`src/rtl/rf_write_queue_pkg.sv`:
```
// Shared defaults and width helpers for the register-file write queue.
// Pulled in by the queue top and its lookup selector.
package rf_write_queue_pkg;

  localparam int RWQ_DEPTH  = 4;
  localparam int RWQ_DATA_W = 16;
  localparam int RWQ_REG_W  = 3;

  // Pointer width for a power-of-two depth; the count is one bit wider.
  function automatic int ptr_width(input int depth);
    return (depth > 1) ? $clog2(depth) : 1;
  endfunction

  localparam int RWQ_PTR_W = ptr_width(RWQ_DEPTH);

endpackage

```
`src/rtl/rf_wq_lookup.sv`:
```
// Youngest-match selector over the queue entries.
// Scans from head (oldest) to tail (youngest), so the last match wins.
module rf_wq_lookup
  import rf_write_queue_pkg::*;
#(
  parameter int DEPTH  = RWQ_DEPTH,
  parameter int DATA_W = RWQ_DATA_W,
  parameter int REG_W  = RWQ_REG_W,
  parameter int PTR_W  = ptr_width(DEPTH)
) (
  input  logic [DEPTH-1:0]        valid,
  input  logic [DEPTH*REG_W-1:0]  regsel_flat,
  input  logic [DEPTH*DATA_W-1:0] data_flat,
  input  logic [PTR_W-1:0]        head,
  input  logic [REG_W-1:0]        sel,
  output logic                    hit,
  output logic [DATA_W-1:0]       data
);

  logic [PTR_W-1:0] idx;

  always_comb begin
    hit  = 1'b0;
    data = '0;
    idx  = '0;
    for (int k = 0; k < DEPTH; k++) begin
      idx = head + PTR_W'(k);
      if (valid[idx] && (regsel_flat[idx*REG_W +: REG_W] == sel)) begin
        hit  = 1'b1;
        data = data_flat[idx*DATA_W +: DATA_W];
      end
    end
  end

endmodule

```
`src/rtl/rf_write_queue.sv`:
```
// Write queue in front of the bypassing register file: buffers writebacks,
// retires one per cycle, and exposes pending bits plus two forwarding lookups.
module rf_write_queue
  import rf_write_queue_pkg::*;
#(
  parameter int DEPTH  = RWQ_DEPTH,
  parameter int DATA_W = RWQ_DATA_W,
  parameter int REG_W  = RWQ_REG_W
) (
  input  logic                    clk,
  input  logic                    rst,
  input  logic                    in_valid,
  output logic                    in_ready,
  input  logic [REG_W-1:0]        in_regsel,
  input  logic [DATA_W-1:0]       in_data,
  input  logic                    drain_en,
  output logic [REG_W-1:0]        writeregsel,
  output logic [DATA_W-1:0]       writedata,
  output logic                    write,
  output logic [(1<<REG_W)-1:0]   pending,
  input  logic [REG_W-1:0]        look1sel,
  input  logic [REG_W-1:0]        look2sel,
  output logic                    look1hit,
  output logic                    look2hit,
  output logic [DATA_W-1:0]       look1data,
  output logic [DATA_W-1:0]       look2data,
  output logic [$clog2(DEPTH):0]  count,
  output logic                    err
);

  localparam int PTR_W = ptr_width(DEPTH);
  localparam int CNT_W = PTR_W + 1;
  localparam logic [CNT_W-1:0] FULL_CNT = CNT_W'(DEPTH);

  logic [DATA_W-1:0] data_q   [DEPTH];
  logic [DATA_W-1:0] data_d   [DEPTH];
  logic [REG_W-1:0]  regsel_q [DEPTH];
  logic [REG_W-1:0]  regsel_d [DEPTH];
  logic [DEPTH-1:0]  valid_q, valid_d;
  logic [PTR_W-1:0]  head_q, head_d;
  logic [PTR_W-1:0]  tail_q, tail_d;
  logic [CNT_W-1:0]  count_q, count_d;
  logic              err_q, err_d;

  logic push;
  logic pop;

  logic [DEPTH*REG_W-1:0]  regsel_flat;
  logic [DEPTH*DATA_W-1:0] data_flat;

  // in_ready depends only on occupancy, so a same-cycle pop never frees a slot.
  assign in_ready = (count_q < FULL_CNT);
  assign write    = drain_en && (count_q != '0);
  assign push     = in_valid && in_ready;
  assign pop      = write;

  assign writeregsel = valid_q[head_q] ? regsel_q[head_q] : '0;
  assign writedata   = valid_q[head_q] ? data_q[head_q]   : '0;
  assign count       = count_q;
  assign err         = err_q;

  always_comb begin
    pending = '0;
    for (int i = 0; i < DEPTH; i++) begin
      if (valid_q[i]) begin
        pending[regsel_q[i]] = 1'b1;
      end
    end
  end

  always_comb begin
    data_d   = data_q;
    regsel_d = regsel_q;
    valid_d  = valid_q;
    head_d   = head_q;
    tail_d   = tail_q;
    count_d  = count_q;
    err_d    = in_valid && !in_ready;
    if (pop) begin
      valid_d[head_q] = 1'b0;
      head_d          = head_q + 1'b1;
    end
    // A push while not full never lands on the head slot being popped.
    if (push) begin
      data_d[tail_q]   = in_data;
      regsel_d[tail_q] = in_regsel;
      valid_d[tail_q]  = 1'b1;
      tail_d           = tail_q + 1'b1;
    end
    case ({push, pop})
      2'b10:   count_d = count_q + 1'b1;
      2'b01:   count_d = count_q - 1'b1;
      default: count_d = count_q;
    endcase
  end

  always_ff @(posedge clk or posedge rst) begin
    if (rst) begin
      for (int i = 0; i < DEPTH; i++) begin
        data_q[i]   <= '0;
        regsel_q[i] <= '0;
      end
      valid_q <= '0;
      head_q  <= '0;
      tail_q  <= '0;
      count_q <= '0;
      err_q   <= 1'b0;
    end else begin
      data_q   <= data_d;
      regsel_q <= regsel_d;
      valid_q  <= valid_d;
      head_q   <= head_d;
      tail_q   <= tail_d;
      count_q  <= count_d;
      err_q    <= err_d;
    end
  end

  always_comb begin
    regsel_flat = '0;
    data_flat   = '0;
    for (int i = 0; i < DEPTH; i++) begin
      regsel_flat[i*REG_W +: REG_W]  = regsel_q[i];
      data_flat[i*DATA_W +: DATA_W]  = data_q[i];
    end
  end

  rf_wq_lookup #(
    .DEPTH (DEPTH),
    .DATA_W(DATA_W),
    .REG_W (REG_W),
    .PTR_W (PTR_W)
  ) u_look1 (
    .valid      (valid_q),
    .regsel_flat(regsel_flat),
    .data_flat  (data_flat),
    .head       (head_q),
    .sel        (look1sel),
    .hit        (look1hit),
    .data       (look1data)
  );

  rf_wq_lookup #(
    .DEPTH (DEPTH),
    .DATA_W(DATA_W),
    .REG_W (REG_W),
    .PTR_W (PTR_W)
  ) u_look2 (
    .valid      (valid_q),
    .regsel_flat(regsel_flat),
    .data_flat  (data_flat),
    .head       (head_q),
    .sel        (look2sel),
    .hit        (look2hit),
    .data       (look2data)
  );

endmodule

```
`config.mk`:
```
export PLATFORM = sky130hd
export DESIGN_NAME = rf_write_queue
export DESIGN_NICKNAME = d
export VERILOG_FILES = /design/src/rtl/rf_write_queue_pkg.sv /design/src/rtl/rf_wq_lookup.sv /design/src/rtl/rf_write_queue.sv
export SDC_FILE = /design/constraint.sdc
export NUM_CORES = 1
export LEC_CHECK = 0
export ABC_AREA = 1
export CAP_MARGIN = 10
export CORE_AREA = 3 3 143 145
export CTS_CLUSTER_DIAMETER = 100
export DETAILED_ROUTE_END_ITERATION = 8
export DIE_AREA = 0 0 146 148
export PLACE_DENSITY = 0.67
export SLEW_MARGIN = 20
export SYNTH_ARGS = -nofsm -noshare
export SYNTH_HDL_FRONTEND = slang
export SYNTH_SLANG_ARGS = --single-unit
```
`constraint.sdc`:
```
create_clock -name clk -period 6.85 [get_ports clk]
set_input_delay 0.685 -clock clk [delete_from_list [all_inputs] [get_ports clk]]
set_output_delay 0.685 -clock clk [all_outputs]
set_load 0.005 [all_outputs]
```
* Word level (Yosys, flattened, before mapping)
Cells that the tools add are included.
** Word-level totals
- Bits in registers :: 88
- Word-level logic and storage cells :: 146
- Output and inout port bits :: 67
- Memory bits (read-only) :: 0
- Memories :: 0
- Memory bits (writable) :: 0
- Latch bits :: 0
** Cells by class
- Bitwise gates (word level) :: 8
- Reductions and logical operators :: 21
- Multipliers :: 4
- Shift-type cells :: 8
- Order comparisons :: 19
- Div/mod/pow operators :: 0
- Equality and inequality tests :: 10
- Multiplexer cells :: 57
- Add/sub/neg operators :: 6
** Operator list (number)
- $shiftx A64 B7 Y16 :: 4
- $mux W16 :: 12
- $bwmux W64 :: 1
- $shiftx A12 B5 Y3 :: 4
- $bmux W16 S2 :: 1
- $demux W16 S2 :: 1
- $mux W8 :: 4
- $eq A3 B3 Y1 :: 8
- $or A8 B8 Y8 :: 3
- $logic_and A1 B1 Y1 :: 18
- $mux W1 :: 18
- $lt A3 B4 Y1 const B :: 4
- $mul A2 B2 Y4 const B :: 4
- $lt A2 B3 Y1 const B :: 5
- $bwmux W12 :: 1
- $demux W1 S3 :: 4
- $ge A3 B1 Y1 const B :: 4
- $mux W3 :: 4
- $bmux W1 S2 :: 4
- $mux W4 :: 2
- $bmux W3 S2 :: 1
- $demux W3 S2 :: 1
- $ge A3 B3 Y1 const B :: 2
- $not A2 Y3 :: 2
- other kinds (17) :: 21

* Logic depth before layout (Yosys ltp)
Gate-level depths: netlist (run 1).
- Depth in word-level cells :: 11
- Depth in mapped cells :: 19

* Hierarchy
Synthesis (run 1) repeated with hierarchy kept, for this count alone.
** Unflattened totals
- Cells, all modules :: 2029
- Area total of the unflattened synthesis :: 11232.0 µm²
** By module, submodules not included
- rf_wq_lookup :: cells an instance 675, area each 3101.7 µm², seq. area each 0.0 µm², times used 2
- rf_write_queue :: cells an instance 679, area each 5028.6 µm², seq. area each 2202.1 µm², times used 1

* Least setup slack after synthesis (run 1)
OpenSTA, ideal clock, no wires.
- Path type :: reg2out
- From :: register head_q[1]
- To :: output look2data[1]
- Required time :: 6.165 ns
- Data arrival time :: 2.547 ns
- Path slack :: 3.618 ns
- Cell stages (with the launch flop) :: 14
- Buffers on the path :: 6
- Cells stage by stage :: dfrtp_1 > buf_4 > inv_2 > buf_4 > clkbuf_1 > ha_1 > inv_2 > buf_2 > clkbuf_1 > clkbuf_1 > nand2_1 > o21ai_0 > nor2_1 > a21oi_1
** Between the ends
- Cells in the longest elaborated chain, start to end :: 8
** Ends and longest elaborated chain
- start: declaration :: RTL line rf_write_queue.sv:40 : logic [PTR_W-1:0] head_q, head_d;
- start signal: assignment :: RTL line rf_write_queue.sv:104 : head_q <= '0;
- start signal: assignment :: RTL line rf_write_queue.sv:112 : head_q <= head_d;
- $add A2 B1 Y2 / $mul A2 B2 Y4 (equally long branches) :: RTL line rf_wq_lookup.sv:27, rf_wq_lookup.sv:28
- $mul A2 B2 Y4 / $shiftx A12 B5 Y3 (equally long branches) :: RTL line rf_wq_lookup.sv:28 : if (valid[idx] && (regsel_flat[idx*REG_W +: REG_W] == sel)) begin
- $shiftx A12 B5 Y3 / $eq A3 B3 Y1 (equally long branches) :: RTL line rf_wq_lookup.sv:28
- $eq A3 B3 Y1 / $logic_and A1 B1 Y1 (equally long branches) :: RTL line rf_wq_lookup.sv:28
- $logic_and A1 B1 Y1 / $mux W16 (equally long branches) :: RTL line rf_wq_lookup.sv:28
- $mux W16 (2 in series) :: RTL line rf_wq_lookup.sv:28
- $mux W16 (*) :: RTL line rf_wq_lookup.sv:28
- end: declaration :: RTL line rf_write_queue.sv:26 : output logic [DATA_W-1:0] look2data,
Every way passes the cells marked *; elsewhere a longest branch is shown, timed or not. The select of a mux whose other input is x is not followed.

* Worst setup path after layout (run 1)
- From :: register head_q[1]
- To :: output look2data[12]
Same word-level chain as after synthesis.

==> flow_summary_export.csv, run 1 <==
group,metric,value,unit
run_status,status,"completed",
pwr,cellPowerDensity,606,nW/um2
hold_path,min_from,"data_flat[41]$_DFFE_PP0P_",
cts,post-cts-setup-buffers,0,
placed_design,routabilityCongestion,0.912,
route,num_vias,7946,
hold_path,hold_end,"data_flat[41]$_DFFE_PP0P_",
sta,fin_crit,5.03,ns
logic_synthesis,synth_top_family_by_area,"simple AND/OR/NAND/NOR gates",
logic_synthesis,avgSynthCellArea,6.23,um2
die,coreArea,19300,um2
sta,tightest_slew,0.941,ns
cts,cts_resized,0,
pwr,netSwitchingFraction,53.4,%
global_route,grt_max_degree,90,
cts,root_buffer,"clkbuf_16",
sta,finalCritPeriodShare,73.4,%
cts,numCtsBuffers,9,
global_route,grt_pass1_vias,6920,
global_route,grt_overflow,0,
logic_synthesis,syn_inst,1239,
route,vias_per_cell,5.15,
pwr,internal_power,2510,uW
die,die_h,148,um
critical_path,r2r-end,"head_q[1]$_DFFE_PP0N_",
logic_synthesis,synth_xor_area_share,0.567,%
cells_and_area,area_delta_synth_final,15.3,%
die,dieArea,21600,um2
pwr,comb_power_share,72.7,%
cts,cts_buffer_depth,2,
job,cap_violations,0,
logic_synthesis,post_synth_and_or_nand_nor_area_fraction,38.4,%
logic_synthesis,syn-cell-area,7720,um2
critical_path,r2r_start,"head_q[1]$_DFFE_PP0N_",
sta,tns,0,ns
logic_synthesis,yosys.area_share.adder,1.72,%
critical_path,crit_path_max_incr_delay,0.72,ns
global_route,grt_pass1_wl,37.5,mm
die,io_pins,96,
critical_path,cpMostUsedCell,"nand2_1",
logic_synthesis,synth.ff_latch_count,88,
cells_and_area,nFillCells,2013,
global_route,grt_usage,20.8,%
sta,fin_skew,0.00295,ns
sta,whs,0.488,ns
critical_path,crit_path_top_delay_cell,"inv_2",
logic_synthesis,ys.warnings.count,0,
pwr,p_switching,2880,uW
sta,hold_viol,0,
cts,htreeDepth,3,
route,drt-initial-drc-count,812,
logic_synthesis,synth_cell_types,37,
sta,rsz0062_at_grt,"false",
cts,postCtsHoldBufs,0,
critical_path,critPathCaptureType,"primary output",
placed_design,port_buffers,95,
critical_path,cp_cell_sequence,"inv_2 > ha_1 > inv_2 > nand3_1 > nand2_1 > nand2_1 > a21oi_1 > nand2_2 > nand2_1 > inv_1 > a21oi_2 > clkdlybuf4s50_1",
cells_and_area,antenna_cells,0,
pwr,ir_drop,282,uV
placed_design,dp_hpwl,17.2,mm
hold_path,hold_class,"flip-flop to flip-flop",
pwr,pwr-share-seq,18.8,%
logic_synthesis,syn_nets,1278,
critical_path,criticalPathCategory,"flip-flop to primary output",
logic_synthesis,synth_compound_area_share,16.4,%
critical_path,critPathMaxFanout,71,
route,ant_nets,0,
global_route,antenna_found_initial,0,
die,die_w,146,um
die,core.rowCount,51,
sta,setup_viol,0,
die,initial_utilization,39.9,%
cells_and_area,final_nets,1314,
route,wl_per_cell,14.8,um
cells_and_area,multiInputGateArea,4570,um2
cts,cts_tree,"yes",
critical_path,arrival,4.34,ns
cts,clk_pin_slew,0.06,ns
pwr,pwr-share-clk,8.5,%
critical_path,cp-start-kind,"flip-flop",
cells_and_area,ff_latch_area,2200,um2
cells_and_area,drive_gt1_share,6.73,%
sta,slew_violations,0,
critical_path,r2r_setup_slack,4.45,ns
critical_path,reg2reg_depth,4,
cts,cts.sinks,88,
cts,clk_latency,0.33,ns
route,drc,0,
logic_synthesis,seq_area_frac_synth,28.5,%
pwr,power_leakage,0.00432,uW
route,firstDrtPassIters,5,
route,wirelength,22.8,mm
sta,slew_headroom,37.3,%
sta,max_freq,199,MHz
logic_synthesis,synth.mux.area_fraction,2.08,%
critical_path,required,6.16,ns
hold_path,holdPathStages,2,
==> per-layer routing <==
| layer | GRT usage (%) | part of all wire [%] | vias up |
|---|---|---|---|
| li1 | - | - | 4048 |
| met5 | 0 | 0 | - |
| met1 | 34.7 | 53 | 3599 |
| met4 | 4.75 | 1.3 | 0 |
| met2 | 28.1 | 39 | 279 |
| met3 | 2.36 | 6.7 | 20 |
==> worst max path at each step <==
stage                     slack, ns                  start  cells past startpoint            end
after floorplan                3.62  head_q[1]$_DFFE_PP0N_                     13   look2data[1]
after global placement         2.04  head_q[1]$_DFFE_PP0N_                     12  look2data[12]
after detailed placement       1.86  head_q[1]$_DFFE_PP0N_                     12  look2data[12]
after CTS                      1.51  head_q[1]$_DFFE_PP0N_                     12  look2data[12]
after global routing           1.34  head_q[1]$_DFFE_PP0N_                     12   look2data[0]
final                          1.82  head_q[1]$_DFFE_PP0N_                     12  look2data[12]
==> state kept, by name (all words and copies together) (netlist names) <==
name and count:
count 3, head_q 2, valid_q 4, tail_q 2, data_flat 64, err 1
regsel_flat 12
==> power groups by stage <==
| stage | sequential [uW] | combinational, uW | clock, uW |
|---|---|---|---|
| floorplan | 897 | 2720 | 0 |
| global placement | 1000 | 3810 | 0 |
| detailed placement | 1010 | 3860 | 0 |
| CTS | 1010 | 3870 | 468 |
| global route | 1050 | 4390 | 490 |
| finish | 1010 | 3920 | 459 |
==> cells in the final DEF, fill, tap and decap left out, types with 4 or more instances in the layout <==
| cell | instances |
|---|---|
| nand2_1 | 415 |
| o21ai_0 | 189 |
| inv_1 | 130 |
| nand3_1 | 114 |
| clkdlybuf4s50_1 | 95 |
| dfrtp_1 | 87 |
| nor2_1 | 56 |
| o21ai_1 | 26 |
| nand3b_1 | 19 |
| nand4_1 | 17 |
| mux2i_1 | 16 |
| or2_2 | 15 |
| nand2_2 | 12 |
| a21oi_2 | 10 |
| a21oi_1 | 9 |
| ha_1 | 9 |
| clkbuf_16 | 9 |
| nand3_2 | 8 |
| nor2_4 | 8 |
| buf_4 | 6 |
| xor2_1 | 4 |
==> per-stage QoR <==
step / area, um2 / cells / util (%) / power, uW / setup WS [ns]
global placement: 8610 / 1529 / 44.5 / 4810 / 2.04
global route: 8900 / 1543 / 46.0 / 5930 / 1.34
CTS: 8890 / 1543 / 46.0 / 5340 / 1.51
finish: 8900 / 1543 / 46.0 / 5390 / 1.82
floorplan: 7720 / 1239 / - / 3620 / 3.62
detailed placement: 8610 / 1529 / 44.5 / 4870 / 1.86
==> critical path: cells and delay by family, from the launching register on <==
| family | cells | cell delay [ns] |
|---|---|---|
| buffers and inverters | 4 | 1.75 |
| and+or+nand+nor | 5 | 1.03 |
| DFF | 1 | 0.38 |
| AOI/OAI and AO/OA | 2 | 0.32 |
| adders and majority gates | 1 | 0.48 |
==> Yosys cell counts <==
| library cell | count | area share (%) |
|---|---|---|
| mux2i_1 | 16 | 2.1 |
| or2_2 | 15 | 1.2 |
| buf_4 | 9 | 0.88 |
| a22oi_2 | 1 | 0.16 |
| nand2_1 | 417 | 20 |
| inv_6 | 1 | 0.11 |
| a21oi_2 | 10 | 1.1 |
| clkinv_1 | 1 | 0.049 |
| nand4_1 | 17 | 1.4 |
| o211ai_1 | 1 | 0.097 |
| o21ai_1 | 26 | 1.7 |
| nor2_4 | 8 | 1.2 |
| dfrtp_1 | 88 | 29 |
| a21oi_1 | 9 | 0.58 |
| ha_1 | 9 | 1.5 |
| xnor2_1 | 1 | 0.11 |
| nor3_4 | 1 | 0.21 |
| inv_2 | 3 | 0.15 |
| clkbuf_1 | 30 | 1.5 |
| buf_1 | 3 | 0.15 |
| buf_6 | 10 | 1.5 |
| o21ai_0 | 189 | 12 |
| buf_2 | 23 | 1.5 |
| buf_8 | 1 | 0.19 |
| inv_1 | 131 | 6.4 |
| xor2_1 | 4 | 0.45 |
| nand2_4 | 2 | 0.29 |
| nand3_1 | 114 | 7.4 |
| nand3_2 | 8 | 1.0 |
| o2111ai_1 | 1 | 0.11 |
| nand3b_1 | 19 | 1.8 |
| o31ai_1 | 1 | 0.097 |
| nor2_2 | 1 | 0.081 |
| fa_1 | 1 | 0.26 |
| o21ai_2 | 2 | 0.23 |
| nand2_2 | 10 | 0.81 |
| nor2_1 | 56 | 2.7 |
==> logic make-up after synthesis <==
kind of cell,Yosys count
AO/OA/AOI/OAI,240
XOR/XNOR,5
adder cells (fa/ha/maj),10
buffers and inverters,212
flip-flops,88
multiplexers,16
AND/OR/NAND/NOR,668
==> cell type report <==
class                   count  area share (%)
inverters                 136            5.81
repair buffers            101            11.2
clock buffers              12            2.99
multi-input cells         939            51.4
clock inverters             2           0.155
well taps                 265            3.73
flip-flops and latches     88            24.8
(Power assumes the default switching activity.)
==> inputs of run 2 (changes only) <==
--- a/config.mk
+++ b/config.mk
@@ -11,7 +11,7 @@
 export CTS_CLUSTER_DIAMETER = 100
 export DETAILED_ROUTE_END_ITERATION = 8
 export DIE_AREA = 0 0 146 148
-export PLACE_DENSITY = 0.67
+export PLACE_DENSITY = 0.7
 export SLEW_MARGIN = 20
 export SYNTH_ARGS = -nofsm -noshare
 export SYNTH_HDL_FRONTEND = slang
==> constraint.sdc (replaced) <==
create_clock -name clk -period 4.1 [get_ports clk]
set_input_delay 0.41 -clock clk [delete_from_list [all_inputs] [get_ports clk]]
set_output_delay 0.41 -clock clk [all_outputs]
set_load 0.005 [all_outputs]
==> run 2 against run 1 <==
  * Count of clock-buffer cells in the layout down 2
  * Clock power up 77%
  * Global-route usage about the same
  * Die area unchanged
  * First-iteration DRC count grew 15%
  * Non-clock buffer count rose by 7
  * Setup slack worse by 1.5 ns
  * Combinational power increased by 69%
==> flow_summary_export.csv, run 2 (same netlist as run 1, synthesis figures left out) <==
group,metric,value,unit
cts,htreeDepth,3,
pwr,p_switching,4860,uW
critical_path,arrival,3.38,ns
pwr,comb_power_share,72.5,%
sta,slew_violations,0,
placed_design,routabilityCongestion,0.961,
route,vias_per_cell,5.16,
pwr,power_leakage,0.00435,uW
route,drt-initial-drc-count,932,
global_route,grt_pass1_wl,37.3,mm
cts,numCtsBuffers,9,
die,io_pins,96,
cells_and_area,antenna_cells,0,
die,die_h,148,um
global_route,antenna_found_initial,0,
cells_and_area,area_delta_synth_final,16.2,%
route,firstDrtPassIters,7,
placed_design,pre_cts_ws,0.696,ns
run_status,status,"completed",
sta,rsz0062_at_grt,"false",
die,initial_utilization,39.9,%
cts,cts.sinks,88,
cells_and_area,final_nets,1321,
critical_path,critPathCaptureType,"primary output",
global_route,grt_overflow,0,
critical_path,startpoint,"head_q[0]$_DFFE_PP0N_",
cts,cts_resized,0,
sta,hold_viol,0,
global_route,grt_pass1_vias,7170,
cells_and_area,mostFrequentLayoutCell,"nand2_1",
critical_path,critPathMaxFanout,17,
pwr,netSwitchingFraction,53.2,%
die,core.rowCount,51,
route,wirelength,23.0,mm
route,wl_met2,9.42,mm
cells_and_area,drive_gt1_share,7.30,%
sta,finalCritPeriodShare,92.3,%
cells_and_area,largest_reg_flops,64,
sta,setup_ws,0.314,ns
placed_design,port_buffers,95,
sta,fin_crit,3.79,ns
pwr,ir_drop,389,uV
die,die_w,146,um
cts,post-cts-setup-buffers,0,
job,cap_violations,0,
critical_path,required,3.69,ns
critical_path,r2r_start,"count[0]$_DFFE_PP0P_",
pwr,pwr-share-seq,18.6,%
pwr,internal_power,4270,uW
route,wl_per_cell,14.8,um
die,coreArea,19300,um2
cells_and_area,stdcell_area,8970,um2
global_route,grt_max_degree,67,
route,drc,0,
critical_path,criticalPathCategory,"flip-flop to primary output",
placed_design,placed_area,8670,um2
route,top_layer,"met4",
route,wl_met3,1.77,mm
sta,setup_viol,0,
cts,clk_pin_slew,0.06,ns
cells_and_area,final_cell_mix,"nand2_1 (415), o21ai_0 (189), inv_1 (130)",
route,ant_nets,0,
sta,tns,0,ns
placed_design,dp_hpwl,17.5,mm
hold_path,hold_class,"primary input to async pin",
sta,slew_headroom,46.8,%
global_route,grt_usage,20.8,%
cts,cts_buffer_depth,2,
pwr,cellPowerDensity,1020,nW/um2
die,dieArea,21600,um2
critical_path,cp-start-kind,"flip-flop",
route,num_vias,8014,
cts,root_buffer,"clkbuf_16",
cts,clk_latency,0.34,ns
cts,postCtsHoldBufs,0,
route,wl_met1,11.5,mm
sta,fin_skew,0.00314,ns
sta,max_freq,264,MHz
pwr,pwr-share-clk,8.9,%
cts,cts_tree,"yes",
sta,tightest_slew,0.791,ns
==> run 2: cell count changes in the layout (fill, tap and decap cells not counted) <==
cell | before | now
inv_6 | 2 | 1
clkbuf_8 | 3 | 0
clkinvlp_4 | 0 | 3
buf_4 | 6 | 13
inv_8 | 0 | 1
bufinv_16 | 0 | 1
clkbuf_1 | 0 | 1
==> run 2: cell type report <==
cell class	count	area (um2)
Sequential cell	88	2200
Clock inverter	6	68.8
Multi-Input combinational cell	939	4570
Timing Repair Buffer	108	1050
Fill cell	1991	10400
Tap cell	265	332
Inverter	136	517
Clock buffer	10	229
==> run 2: per-layer routing <==
| metal | up-vias | GRT usage [%] |
|---|---|---|
| li1 | 4057 | - |
| met1 | 3592 | 32.8 |
| met2 | 340 | 29.8 |
| met3 | 25 | 3.40 |
| met4 | 0 | 4.47 |
| met5 | - | 0 |
==> run 2: power by group through the flow <==
stage / sequential (uW) / clock (uW) / combinational [uW]
finish: 1700 / 812 / 6620
global route: 1750 / 871 / 7390
detailed placement: 1690 / 0 / 6520
global placement: 1680 / 0 / 6430
floorplan: 1500 / 0 / 4550
CTS: 1680 / 834 / 6540
==> run 2: metrics by stage <==
step	utilization (%)	power [uW]	hold slack, ns	std cells
global placement	44.8	8110	0.467	1536
floorplan	-	6050	0.453	1239
global route	46.4	10000	0.476	1552
finish	46.4	9120	0.432	1552
detailed placement	44.8	8210	0.474	1536
CTS	46.4	9060	0.442	1552
==> run 2: critical path, stage by stage (launching register included) <==
cell and delay (ns):
dfrtp_2 0.40, inv_6 0.03, ha_1 0.51, inv_2 0.17
nand3_1 0.15, nand2_1 0.10, nand2_1 0.07, o21ai_1 0.10
nor2_4 0.37, nand2_4 0.24, nand2_1 0.12, nand3_1 0.09
a21oi_2 0.17, clkdlybuf4s50_1 0.51
==> run 2: final timing paths <==
check | slack (ns) | depth (start not counted) | to
max in group asynchronous | 2.82 | 3 | data_flat[12]$_DFFE_PP0P_
worst max-delay path | 0.31 | 13 | look2data[13]
worst max register to register | 1.63 | 6 | count[1]$_DFFE_PP0P_
worst min register to register | 0.49 | 2 | data_flat[42]$_DFFE_PP0P_
worst min-delay path | 0.43 | 2 | regsel_flat[5]$_DFFE_PP0P_
min in group clk | 0.49 | 2 | data_flat[42]$_DFFE_PP0P_
